$ cat src/rtl/clk_freq_meter_pkg.sv
// Shared types and default widths for the clock frequency meter.
package clk_freq_meter_pkg;

  typedef enum logic [1:0] {
    IDLE,
    ARM,
    MEASURE,
    REPORT
  } state_t;

  localparam int DEF_WIN_W       = 8;
  localparam int DEF_CNT_W       = 8;
  localparam int DEF_SYNC_STAGES = 2;

endpackage

$ cat src/rtl/clk_freq_meter_if.sv
// Control/result bundle of the clock frequency meter.
// err_clr/err_sticky exist only with CLK_FREQ_METER_STICKY_ERR_EN.
interface clk_freq_meter_if #(
  parameter int WIN_W = 8,
  parameter int CNT_W = 8
);
  logic             mon_clk;
  logic             start;
  logic             cont;
  logic [WIN_W-1:0] win_len;
  logic [CNT_W-1:0] exp_min;
  logic [CNT_W-1:0] exp_max;
  logic             busy;
  logic             done;
  logic [CNT_W-1:0] edge_cnt;
  logic             in_range;
  logic             err_low;
  logic             err_high;
  logic             sat;
`ifdef CLK_FREQ_METER_STICKY_ERR_EN
  logic             err_clr;
  logic             err_sticky;
`endif

  modport master (
`ifdef CLK_FREQ_METER_STICKY_ERR_EN
    output err_clr,
    input  err_sticky,
`endif
    output mon_clk, start, cont, win_len, exp_min, exp_max,
    input  busy, done, edge_cnt, in_range, err_low, err_high, sat
  );

  modport slave (
`ifdef CLK_FREQ_METER_STICKY_ERR_EN
    input  err_clr,
    output err_sticky,
`endif
    input  mon_clk, start, cont, win_len, exp_min, exp_max,
    output busy, done, edge_cnt, in_range, err_low, err_high, sat
  );
endinterface

$ cat src/rtl/clk_freq_meter_edge_sync.sv
// Synchronizes mon_clk into the clk_in domain and flags each rising edge.
module edge_sync #(
  parameter int SYNC_STAGES = 2
) (
  input  logic clk_in,
  input  logic rst,
  input  logic mon_clk,
  output logic rise
);

  logic [SYNC_STAGES-1:0] sync;
  logic                   hist;

  always_ff @(posedge clk_in or negedge rst) begin
    if (!rst) begin
      sync <= '0;
      hist <= 1'b0;
    end else begin
      sync <= {sync[SYNC_STAGES-2:0], mon_clk};
      hist <= sync[SYNC_STAGES-1];
    end
  end

  assign rise = sync[SYNC_STAGES-1] & ~hist;

endmodule

$ cat src/rtl/clk_freq_meter.sv
// Counts mon_clk rising edges over a window of clk_in cycles and range-checks the result.
// Optional sticky error flag: CLK_FREQ_METER_STICKY_ERR_EN.
module clk_freq_meter
  import clk_freq_meter_pkg::*;
#(
  parameter int WIN_W       = DEF_WIN_W,
  parameter int CNT_W       = DEF_CNT_W,
  parameter int SYNC_STAGES = DEF_SYNC_STAGES
) (
  input  logic          clk_in,
  input  logic          rst,
  clk_freq_meter_if.slave bus
);

  state_t           state, state_nxt;
  logic             rise;
  logic             win_last;
  logic [WIN_W-1:0] win_cnt;
  logic [CNT_W-1:0] work_cnt, cnt_nxt;
  logic [CNT_W-1:0] min_q, max_q;
  logic             work_sat, sat_nxt;
  logic             done_q, in_range_q, err_low_q, err_high_q, sat_q;
  logic [CNT_W-1:0] edge_cnt_q;

  edge_sync #(.SYNC_STAGES(SYNC_STAGES)) u_edge_sync (
    .clk_in  (clk_in),
    .rst     (rst),
    .mon_clk (bus.mon_clk),
    .rise    (rise)
  );

  always_ff @(posedge clk_in or negedge rst) begin
    if (!rst) state <= IDLE;
    else      state <= state_nxt;
  end

  assign win_last = (state == MEASURE) && (win_cnt == WIN_W'(1));

  always_comb begin
    state_nxt = state;
    case (state)
      IDLE:    if (bus.start) state_nxt = ARM;
      ARM:     state_nxt = MEASURE;
      MEASURE: if (win_last) state_nxt = REPORT;
      REPORT:  state_nxt = bus.cont ? ARM : IDLE;
      default: state_nxt = IDLE;
    endcase
  end

  // Count including the edge detected in the current cycle, so the last
  // MEASURE cycle is counted when results are captured on entry to REPORT.
  always_comb begin
    cnt_nxt = work_cnt;
    if (rise && (work_cnt != '1)) cnt_nxt = work_cnt + CNT_W'(1);
    sat_nxt = work_sat | (cnt_nxt == '1);
  end

  always_ff @(posedge clk_in or negedge rst) begin
    if (!rst) begin
      win_cnt  <= '0;
      work_cnt <= '0;
      work_sat <= 1'b0;
      min_q    <= '0;
      max_q    <= '0;
    end else begin
      case (state)
        ARM: begin
          min_q    <= bus.exp_min;
          max_q    <= bus.exp_max;
          work_cnt <= '0;
          work_sat <= 1'b0;
          win_cnt  <= (bus.win_len == '0) ? WIN_W'(1) : bus.win_len;
        end
        MEASURE: begin
          work_cnt <= cnt_nxt;
          work_sat <= sat_nxt;
          win_cnt  <= win_cnt - WIN_W'(1);
        end
        default: ;
      endcase
    end
  end

  always_ff @(posedge clk_in or negedge rst) begin
    if (!rst) begin
      done_q     <= 1'b0;
      edge_cnt_q <= '0;
      sat_q      <= 1'b0;
      err_low_q  <= 1'b0;
      err_high_q <= 1'b0;
      in_range_q <= 1'b0;
    end else begin
      done_q <= win_last;
      if (win_last) begin
        edge_cnt_q <= cnt_nxt;
        sat_q      <= sat_nxt;
        err_low_q  <= cnt_nxt < min_q;
        err_high_q <= (cnt_nxt > max_q) || sat_nxt;
        in_range_q <= (cnt_nxt >= min_q) && (cnt_nxt <= max_q) && !sat_nxt;
      end
    end
  end

  assign bus.busy     = (state != IDLE);
  assign bus.done     = done_q;
  assign bus.edge_cnt = edge_cnt_q;
  assign bus.sat      = sat_q;
  assign bus.err_low  = err_low_q;
  assign bus.err_high = err_high_q;
  assign bus.in_range = in_range_q;

`ifdef CLK_FREQ_METER_STICKY_ERR_EN
  logic err_sticky_q;

  // done marks the REPORT cycle in which the fresh flags are visible; set beats clear.
  always_ff @(posedge clk_in or negedge rst) begin
    if (!rst)                                  err_sticky_q <= 1'b0;
    else if (done_q && (err_low_q || err_high_q)) err_sticky_q <= 1'b1;
    else if (bus.err_clr)                      err_sticky_q <= 1'b0;
  end

  assign bus.err_sticky = err_sticky_q;
`endif

endmodule

$ cat src/flat_wrapper.sv
// flat-port wrapper written by rule: the top's interface ports become plain ports
module clk_freq_meter_flat import clk_freq_meter_pkg::*;
#(
  parameter int WIN_W       = DEF_WIN_W,
  parameter int CNT_W       = DEF_CNT_W,
  parameter int SYNC_STAGES = DEF_SYNC_STAGES
)
  (clk_in, rst, bus_mon_clk, bus_start, bus_cont, bus_win_len, bus_exp_min, bus_exp_max, bus_busy, bus_done, bus_edge_cnt, bus_in_range, bus_err_low, bus_err_high, bus_sat);
  clk_freq_meter_if #(.WIN_W(WIN_W), .CNT_W(CNT_W)) bus_i ();
  input  logic clk_in;
  input  logic rst;
  input wire logic [$bits(bus_i.mon_clk)-1:0] bus_mon_clk;
  input wire logic [$bits(bus_i.start)-1:0] bus_start;
  input wire logic [$bits(bus_i.cont)-1:0] bus_cont;
  input wire logic [$bits(bus_i.win_len)-1:0] bus_win_len;
  input wire logic [$bits(bus_i.exp_min)-1:0] bus_exp_min;
  input wire logic [$bits(bus_i.exp_max)-1:0] bus_exp_max;
  output wire logic [$bits(bus_i.busy)-1:0] bus_busy;
  output wire logic [$bits(bus_i.done)-1:0] bus_done;
  output wire logic [$bits(bus_i.edge_cnt)-1:0] bus_edge_cnt;
  output wire logic [$bits(bus_i.in_range)-1:0] bus_in_range;
  output wire logic [$bits(bus_i.err_low)-1:0] bus_err_low;
  output wire logic [$bits(bus_i.err_high)-1:0] bus_err_high;
  output wire logic [$bits(bus_i.sat)-1:0] bus_sat;
  assign bus_i.mon_clk = bus_mon_clk;
  assign bus_i.start = bus_start;
  assign bus_i.cont = bus_cont;
  assign bus_i.win_len = bus_win_len;
  assign bus_i.exp_min = bus_exp_min;
  assign bus_i.exp_max = bus_exp_max;
  assign bus_busy = bus_i.busy;
  assign bus_done = bus_i.done;
  assign bus_edge_cnt = bus_i.edge_cnt;
  assign bus_in_range = bus_i.in_range;
  assign bus_err_low = bus_i.err_low;
  assign bus_err_high = bus_i.err_high;
  assign bus_sat = bus_i.sat;
  clk_freq_meter #(.WIN_W(WIN_W), .CNT_W(CNT_W), .SYNC_STAGES(SYNC_STAGES)) u_core (.clk_in(clk_in), .rst(rst), .bus(bus_i));
endmodule
$ cat config.mk
export PLATFORM = sky130hd
export DESIGN_NAME = clk_freq_meter_flat
export DESIGN_NICKNAME = d
export VERILOG_FILES = /design/src/rtl/clk_freq_meter_pkg.sv /design/src/rtl/clk_freq_meter_if.sv /design/src/rtl/clk_freq_meter_edge_sync.sv /design/src/rtl/clk_freq_meter.sv /design/src/flat_wrapper.sv
export SDC_FILE = /design/constraint.sdc
export NUM_CORES = 1
export LEC_CHECK = 0
export ABC_AREA = 0
export BUFFER_PORTS_ARGS = -buffer_cell sky130_fd_sc_hd__buf_4
export CAP_MARGIN = 20
export CORE_ASPECT_RATIO = 0.8
export CORE_UTILIZATION = 50
export DETAILED_ROUTE_END_ITERATION = 16
export PLACE_DENSITY = 0.73
export SETUP_SLACK_MARGIN = 0.3
export SLEW_MARGIN = 30
export SYNTH_ARGS = -nofsm -noshare
export SYNTH_HDL_FRONTEND = slang
export SYNTH_SLANG_ARGS = --single-unit
$ cat constraint.sdc
create_clock -name clk_in -period 7.7 [get_ports clk_in]
set_clock_uncertainty 0.2 [all_clocks]
set_input_delay 0.77 -clock clk_in [delete_from_list [all_inputs] [get_ports clk_in]]
set_output_delay 0.77 -clock clk_in [all_outputs]
set_load 0.01 [all_outputs]
==> results of run 1 <==
==> per-stage QoR <==
stage | hold WS [ns] | util, % | worst slack (ns) | instances | area (um2)
final | 0.1639 | 61.91 | 4.275 | 400 | 3207
after global routing | 0.1705 | 61.91 | 3.986 | 400 | 3207
after CTS | 0.1692 | 61.91 | 4.294 | 400 | 3207
after detailed placement | 0.1484 | 60.34 | 4.330 | 392 | 3126
after global placement | 0.1460 | 60.34 | 4.515 | 392 | 3126
after floorplan | 0.1312 | - | 4.907 | 298 | 2779
==> state kept, by name (all words and copies together) (netlist names) <==
name / cells
u_core.work_sat: 1
u_core.u_edge_sync.hist: 1
u_core.bus.sat: 1
u_core.win_cnt: 8
u_core.bus.in_range: 1
u_core.bus.done: 1
u_core.work_cnt: 8
u_core.min_q: 8
u_core.bus.edge_cnt: 8
u_core.state: 2
u_core.bus.err_high: 1
u_core.max_q: 8
u_core.bus.err_low: 1
u_core.u_edge_sync.sync: 2
==> how the worst max path moves through the flow <==
stage / from / to / slack (ns)
after floorplan: u_core.work_cnt[0] / u_core.bus.err_high / 4.91
after global placement: u_core.work_cnt[1] / u_core.bus.in_range / 4.51
after detailed placement: u_core.work_cnt[1] / u_core.bus.in_range / 4.33
after CTS: u_core.work_cnt[1] / u_core.bus.in_range / 4.29
after global routing: u_core.work_cnt[0] / u_core.bus.in_range / 3.99
final: u_core.work_cnt[1] / u_core.bus.in_range / 4.27
==> metal layers <==
layer / GRT usage [%] / up-vias / wire [um]
met5: 0 / - / 0
met4: 9.167 / 0 / 97
met3: 3.690 / 9 / 386
met2: 37.60 / 86 / 2647
met1: 32.16 / 1089 / 3032
li1: - / 1129 / -
==> cell families (layout without fill, tap and decap cells) <==
kind of cell | after synthesis | count (layout) | share of synthesized area, %
buf+inv | 44 | 84 | 6.258
fa+ha+maj | 22 | 22 | 9.905
flops | 51 | 51 | 45.93
compound gates | 83 | 83 | 18.41
xor+xnor | 1 | 1 | 0.3152
simple gates | 87 | 87 | 15.44
mux | 10 | 10 | 3.737
==> power breakdown <==
group	leakage [nW]	total [mW]	internal, mW	switching [mW]
registers	0.651	0.398	0.347	0.0512
logic	0.869	0.411	0.155	0.255
clock network	0.0422	0.153	0.0641	0.0893
total	1.56	0.962	0.566	0.396
==> Yosys cell counts (2+ instances only) <==
| cell type | number | area share, % |
|---|---|---|
| nand3_1 | 12 | 2.2 |
| o21ai_0 | 28 | 5.0 |
| a211oi_1 | 2 | 0.54 |
| a21o_1 | 3 | 0.81 |
| nand2_1 | 45 | 6.1 |
| and4_2 | 2 | 0.72 |
| nor4b_1 | 3 | 0.95 |
| o22ai_1 | 12 | 2.7 |
| clkbuf_1 | 8 | 1.1 |
| nor4_1 | 2 | 0.45 |
| a2111oi_0 | 3 | 0.95 |
| nor2_1 | 8 | 1.1 |
| nand4_1 | 2 | 0.45 |
| o211ai_1 | 4 | 1.1 |
| a21oi_1 | 17 | 3.1 |
| mux2_2 | 3 | 1.2 |
| mux2i_1 | 7 | 2.5 |
| o21bai_1 | 3 | 0.81 |
| o21a_1 | 2 | 0.54 |
| inv_1 | 34 | 4.6 |
| dfrtp_1 | 51 | 46 |
| nor3_1 | 3 | 0.54 |
| ha_1 | 22 | 9.9 |
==> cells in the final DEF (no fill, tap or decap), types with 4 or more instances in the layout <==
cell,Yosys,final
a21oi_1,17,17
buf_4,0,42
clkbuf_8,0,5
dfrtp_1,51,51
ha_1,22,22
inv_1,34,34
mux2i_1,7,7
nand2_1,45,45
nand3_1,12,12
nor2_1,8,8
o211ai_1,4,4
o21ai_0,28,28
o22ai_1,12,12
==> worst max-delay path, cell delays in order (launching register included) <==
cell       delay, ns
dfrtp_1         0.48
ha_1            0.36
nand4_2         0.21
o21bai_1        0.28
mux2i_1         0.35
inv_1           0.14
ha_1            0.29
o211ai_1        0.17
a311oi_1        0.07
a2111oi_0       0.63
o21ai_1         0.12
==> layout make-up <==
type	count	area, um2	area share (%)
well taps	62	77.57	2.419
multi-input cells	203	1329	41.44
clock inverters	1	5.005	0.1561
flip-flops and latches	51	1276	39.80
repair buffers	42	315.3	9.832
clock buffers	7	76.32	2.380
inverters	34	127.6	3.980
==> results.md, run 1 <==
* Tcrit/Tclk final at between 40% and 50%
* Pwr Density at around 300 nW/um2
* Cell area after synthesis at 2779 um2
* Clock-pin slew on the worst setup and hold paths at about 0.090 ns
* Unrepaired setup endpoints after global routing: false
* Clk_lat worst skew at 0.31 ns
* Fillers at roughly 450
* CP Capture Type: flop
* Syn_nets at 349
* CP required at ~7.7 ns
* Remaining DRCs at 0
* Overall routed net length at approximately 6200 um
* Longest Clk Path Bufs at 2
* GRT Util Overall at about a quarter
* Cells after synthesis at between 200 and 300
* Post-DR wirelength/cell at roughly 15 um
* Die area at a little under 6000 um2
* Hold endpoint: u_core.u_edge_sync.sync[1]
* Syn avg cell area at ~9.3 um2
* R2R depth at 10
* Initial antenna violation count at 0
* Layout Area Growth over Synthesis at 15.40%
* Port Buf Inserts at 42
* Final setup vio count at 0
* Max-slew headroom at between 30% and 40%
* WS Path Type: reg2reg
* Crit path time final at 3.425 ns
* Result of the run: complete, no violations
* First-pass GRT wire length at approximately 10,000 um
* Post-synth top flop: dfrtp_1
* Pre-Repair DR Iteration Count at 4
* Share of layout cells above drive strength 1 at 16.57%
* Total grt overflow at 0
* CTS tree: done
* Total leakage power at between 1.5 and 2 nW
* Core area at just over 5000 um2
* # Post-CTS Setup Buffers at 0
* Worst reg-to-reg setup slack at between 4 and 5 ns
* Worst r2r src: u_core.work_cnt[1]
* Cts hold-fix bufs at 0
* Final nets at 388
* Clk sinks at between 50 and 60
* Post_cts resized at 0
* Ant diodes at 0
* Die Height at about 69 um
* Worst Tran Pin Value at 0.9265 ns
* Vias in the first global route at 2,146
* Initial DRC count at 142
* Die width at 85.35 um
* Synth cell types at 45
* Post-route antenna net violation count at 0
* Via-per-instance ratio at around 5.8
* H-tree depth reported by CTS at 2
* Final HPWL DP at roughly 4500 um
* Vias at around 2,300
* Number of synthesized flops with an enable pin at 0
* CP startpoint kind: flop
* Worst Hold Depth at 0
* Fin Setup TNS at 0 ns
* Largest net degree at the start of global routing at 52
* Root buffer selected by CTS: clkbuf_8
* Worst hold start: u_core.u_edge_sync.sync[0]
* Hold Path Class: reg2reg
* Number of synthesized register bits at 51
* Final Power at a little under 1 mW
* FP Rows at 23
* Max Freq at about 290 MHz
* Final hold viol count at 0
* # IOs at 43
* VDD IR max at between 0.3 and 0.4 mV
* Max-Cap Viols at 0
* Sequential fraction of the synthesis area at a little under half
* Initial Util at between 50% and 60%
* Gpl congestion at between 0.9 and 1
* Syn. warnings at 0
* Pins Over Slew Limit at 0
* CTS Buf Count at 5
* Arrival time at the worst endpoint at roughly 3.4 ns
* CP Max Fanout at 7
* R2R Path End: u_core.bus.in_range
* Share of synthesized flip-flops with an asynchronous set or reset at between 90% and 100%
No activity file was read; power rests on OpenSTA's default activity.
==> run 2, diff against run 1 <==
Settings changed: PLACE_DENSITY 0.73 to 0.75.
Clock period 7.7 ns to 2.7 ns, I/O delays scaled along.
==> results.md, run 2 (synthesis gave the netlist of run 1 again) <==
* Max-Cap Viols at 0 (unchanged)
* Failing checks: setup timing
* Worst reg-to-reg setup slack at -0.009 ns (-4.28 ns)
* WS Path Type: reg2reg
* Min setup slack post-route at -0.009125 ns (-4.284 ns)
* Die width at 85.35 um (unchanged)
* R2R Path End: u_core.bus.in_range
* Vias at 2,515 (+8.7%)
* Seq. cell area at 1279 um2 (+0.20%)
* VDD IR max at 0.6557 mV (+75%)
* Tcrit/Tclk final at 100.3% (+56 points)
* Multi-input logic area at 1481 um2 (+11%)
* Overall routed net length at 6949 um (+13%)
* Layout Area Growth over Synthesis at 35.25%
* CP Max Fanout at 6 (-1)
* Pwr Density at 787.4 nW/um2 (+160%)
* Clk pwr share at 15.2% (-0.7 points)
* Post-DR wirelength/cell at 15.62 um (+1.4%)
* CP Capture Type: flop
* CP required at 2.70 ns (-4.98 ns)
* Final nets at 434 (+12%)
* Final Power at 2.960 mW (+210%)
* Die area at 5862 um2 (unchanged)
* Clock-pin slew on the worst setup and hold paths at 0.09 ns (about the same)
* Commonest non-fill, non-tap cell in the layout: buf_4
* Logic pwr share at 46.3% (+3.6 points)
* FP Rows at 23 (unchanged)
* Final HPWL DP at 4891 um (+8.6%)
* Worst Tran Pin Value at 0.6408 ns (-0.2857 ns)
* Clk_lat worst skew at 0.31 ns (about the same)
* Most frequent cells in the layout: buf_4 (70), dfrtp_1 (49), nand2_1 (45)
* Crit path time final at 2.709 ns (-0.7159 ns)
* R2R depth at 12 (+2)
* Fillers at 379 (-15%)
* # IOs at 43 (unchanged)
* CTS Buf Count at 5 (unchanged)
* Hold Path Class: in2reg
* Final hold viol count at 0 (unchanged)
* Final core utilization at 72.56% (+11 points)
* Unrepaired setup endpoints after global routing: true
* Hold slack final at 0.02775 ns (-0.1362 ns)
* Clk sinks at 51 (unchanged)
* Max Freq at 369.1 MHz (+26%)
* Gpl congestion at 0.9374 (-2.7%)
* Switching part of the total power at 40.82% (-0.33 points)
* Sequential share of power at 38.4% (-3.0 points)
* GRT Util Overall at 25.05% (+1.8 points)
* Port Buf Inserts at 42 (unchanged)
* Root buffer selected by CTS: clkbuf_8
* Final setup vio count at 2 (+2)
* Remaining DRCs at 0 (unchanged)
* Arrival time at the worst endpoint at 2.71 ns (-0.69 ns)
* Internal power at 1.752 mW (+210%)
* Share of layout cells above drive strength 1 at 28.72% (+12 points)
* Initial DRC count at 160 (+13%)
* Initial antenna violation count at 0 (unchanged)
* CTS tree: done
* Via-per-instance ratio at 5.652 (-2.3%)
* Max-slew headroom at 57.28% (+19 points)
* CP startpoint kind: flop
* Pins Over Slew Limit at 0 (unchanged)
* First-pass GRT wire length at 11,100 um (+7.3%)
* Core area at 5180 um2 (unchanged)
* Initial Util at 53.65% (unchanged)
* Pre-Repair DR Iteration Count at 4 (unchanged)
* Vias in the first global route at 2,314 (+7.8%)
* Result of the run: finished, violations left
* Ant diodes at 0 (unchanged)
* Post-route antenna net violation count at 0 (unchanged)
* Critical path startpoint: u_core.work_cnt[1]
* Crit path capture: u_core.bus.in_range
* Longest Clk Path Bufs at 2 (unchanged)
* Largest net degree at the start of global routing at 52 (unchanged)
* P_sw at 1.208 mW (+210%)
* Die Height at 68.68 um (unchanged)
* H-tree depth reported by CTS at 2 (unchanged)
* Total grt overflow at 0 (unchanged)
* Worst r2r src: u_core.work_cnt[1]
* Total leakage power at 1.790 nW (+15%)
## run 2: cell types whose count changed in the layout (fill, tap and decap cells not counted), moves of 4 or more
cell / before / now
dlygate4sd3_1: 0 / 18
mux2i_1: 7 / 3
buf_4: 42 / 70
mux2i_2: 0 / 4
## run 2: what timing repair did
action,CTS,global route
pin swaps,6,8
gates resized for setup,5,13
endpoints found under the setup margin,3,5
buffers inserted,4,2
hold buffers,18,0
hold endpoints to repair,68,0
## run 2: worst min-delay path by stage
stage                   start                     end  slack (ns)  cells after the start
2_1_floorplan             rst         u_core.bus.done       -0.23                      0
3_3_place_gp              rst  u_core.bus.edge_cnt[4]        0.14                      1
3_5_place_dp              rst         u_core.bus.done        0.14                      1
4_1_cts        bus_win_len[0]       u_core.win_cnt[0]        0.03                      3
5_1_grt        bus_win_len[4]       u_core.win_cnt[4]        0.06                      3
6_report       bus_win_len[0]       u_core.win_cnt[0]        0.03                      3
## run 2: metrics by stage
stage | setup WS, ns | instances | TNS [ns] | area [um2]
after floorplan | 0.1512 | 298 | 0 | 2845
after global placement | 0.04441 | 414 | 0 | 3357
after detailed placement | -0.04726 | 414 | -0.08797 | 3357
after CTS | 0.02359 | 443 | 0 | 3684
after global routing | -0.1284 | 445 | -0.2520 | 3759
final | -0.009125 | 445 | -0.01602 | 3759
## run 2: worst max-delay path: stages (launching register included)
cell and delay (ns):
dfrtp_2 0.45, ha_4 0.20, and3b_2 0.24, buf_4 0.13, buf_4 0.12, o211ai_1 0.12
o21ai_2 0.14, inv_2 0.11, ha_1 0.25, nand3_1 0.14, nor4b_2 0.07, o311ai_2 0.31
o21ai_1 0.11
## run 2: layer usage
layer / share of wire (%) / track usage (%) / vias up
met4: 1.0 / 6.875 / 0
met1: 49 / 37.03 / 1199
met3: 6.5 / 4.881 / 12
li1: - / - / 1223
met5: 0 / 0 / -
met2: 44 / 37.90 / 81
## run 2: layout make-up
cell class / count / share of cell area [%]
timing repair buffer: 88 / 18.77
tap: 62 / 2.064
clock buffer: 6 / 2.197
sequential: 51 / 34.02
clock inverter: 1 / 0.1332
multi-input combinational: 203 / 39.41
inverter: 34 / 3.395
## run 2: power by group through the flow
stage | sequential [mW] | combinational (mW) | clock, mW
6_report | 1.14 | 1.37 | 0.451
3_5_place_dp | 1.15 | 1.27 | 0
5_1_grt | 1.16 | 1.52 | 0.490
2_1_floorplan | 1.12 | 0.886 | 0
4_1_cts | 1.13 | 1.32 | 0.456
3_3_place_gp | 1.15 | 1.24 | 0
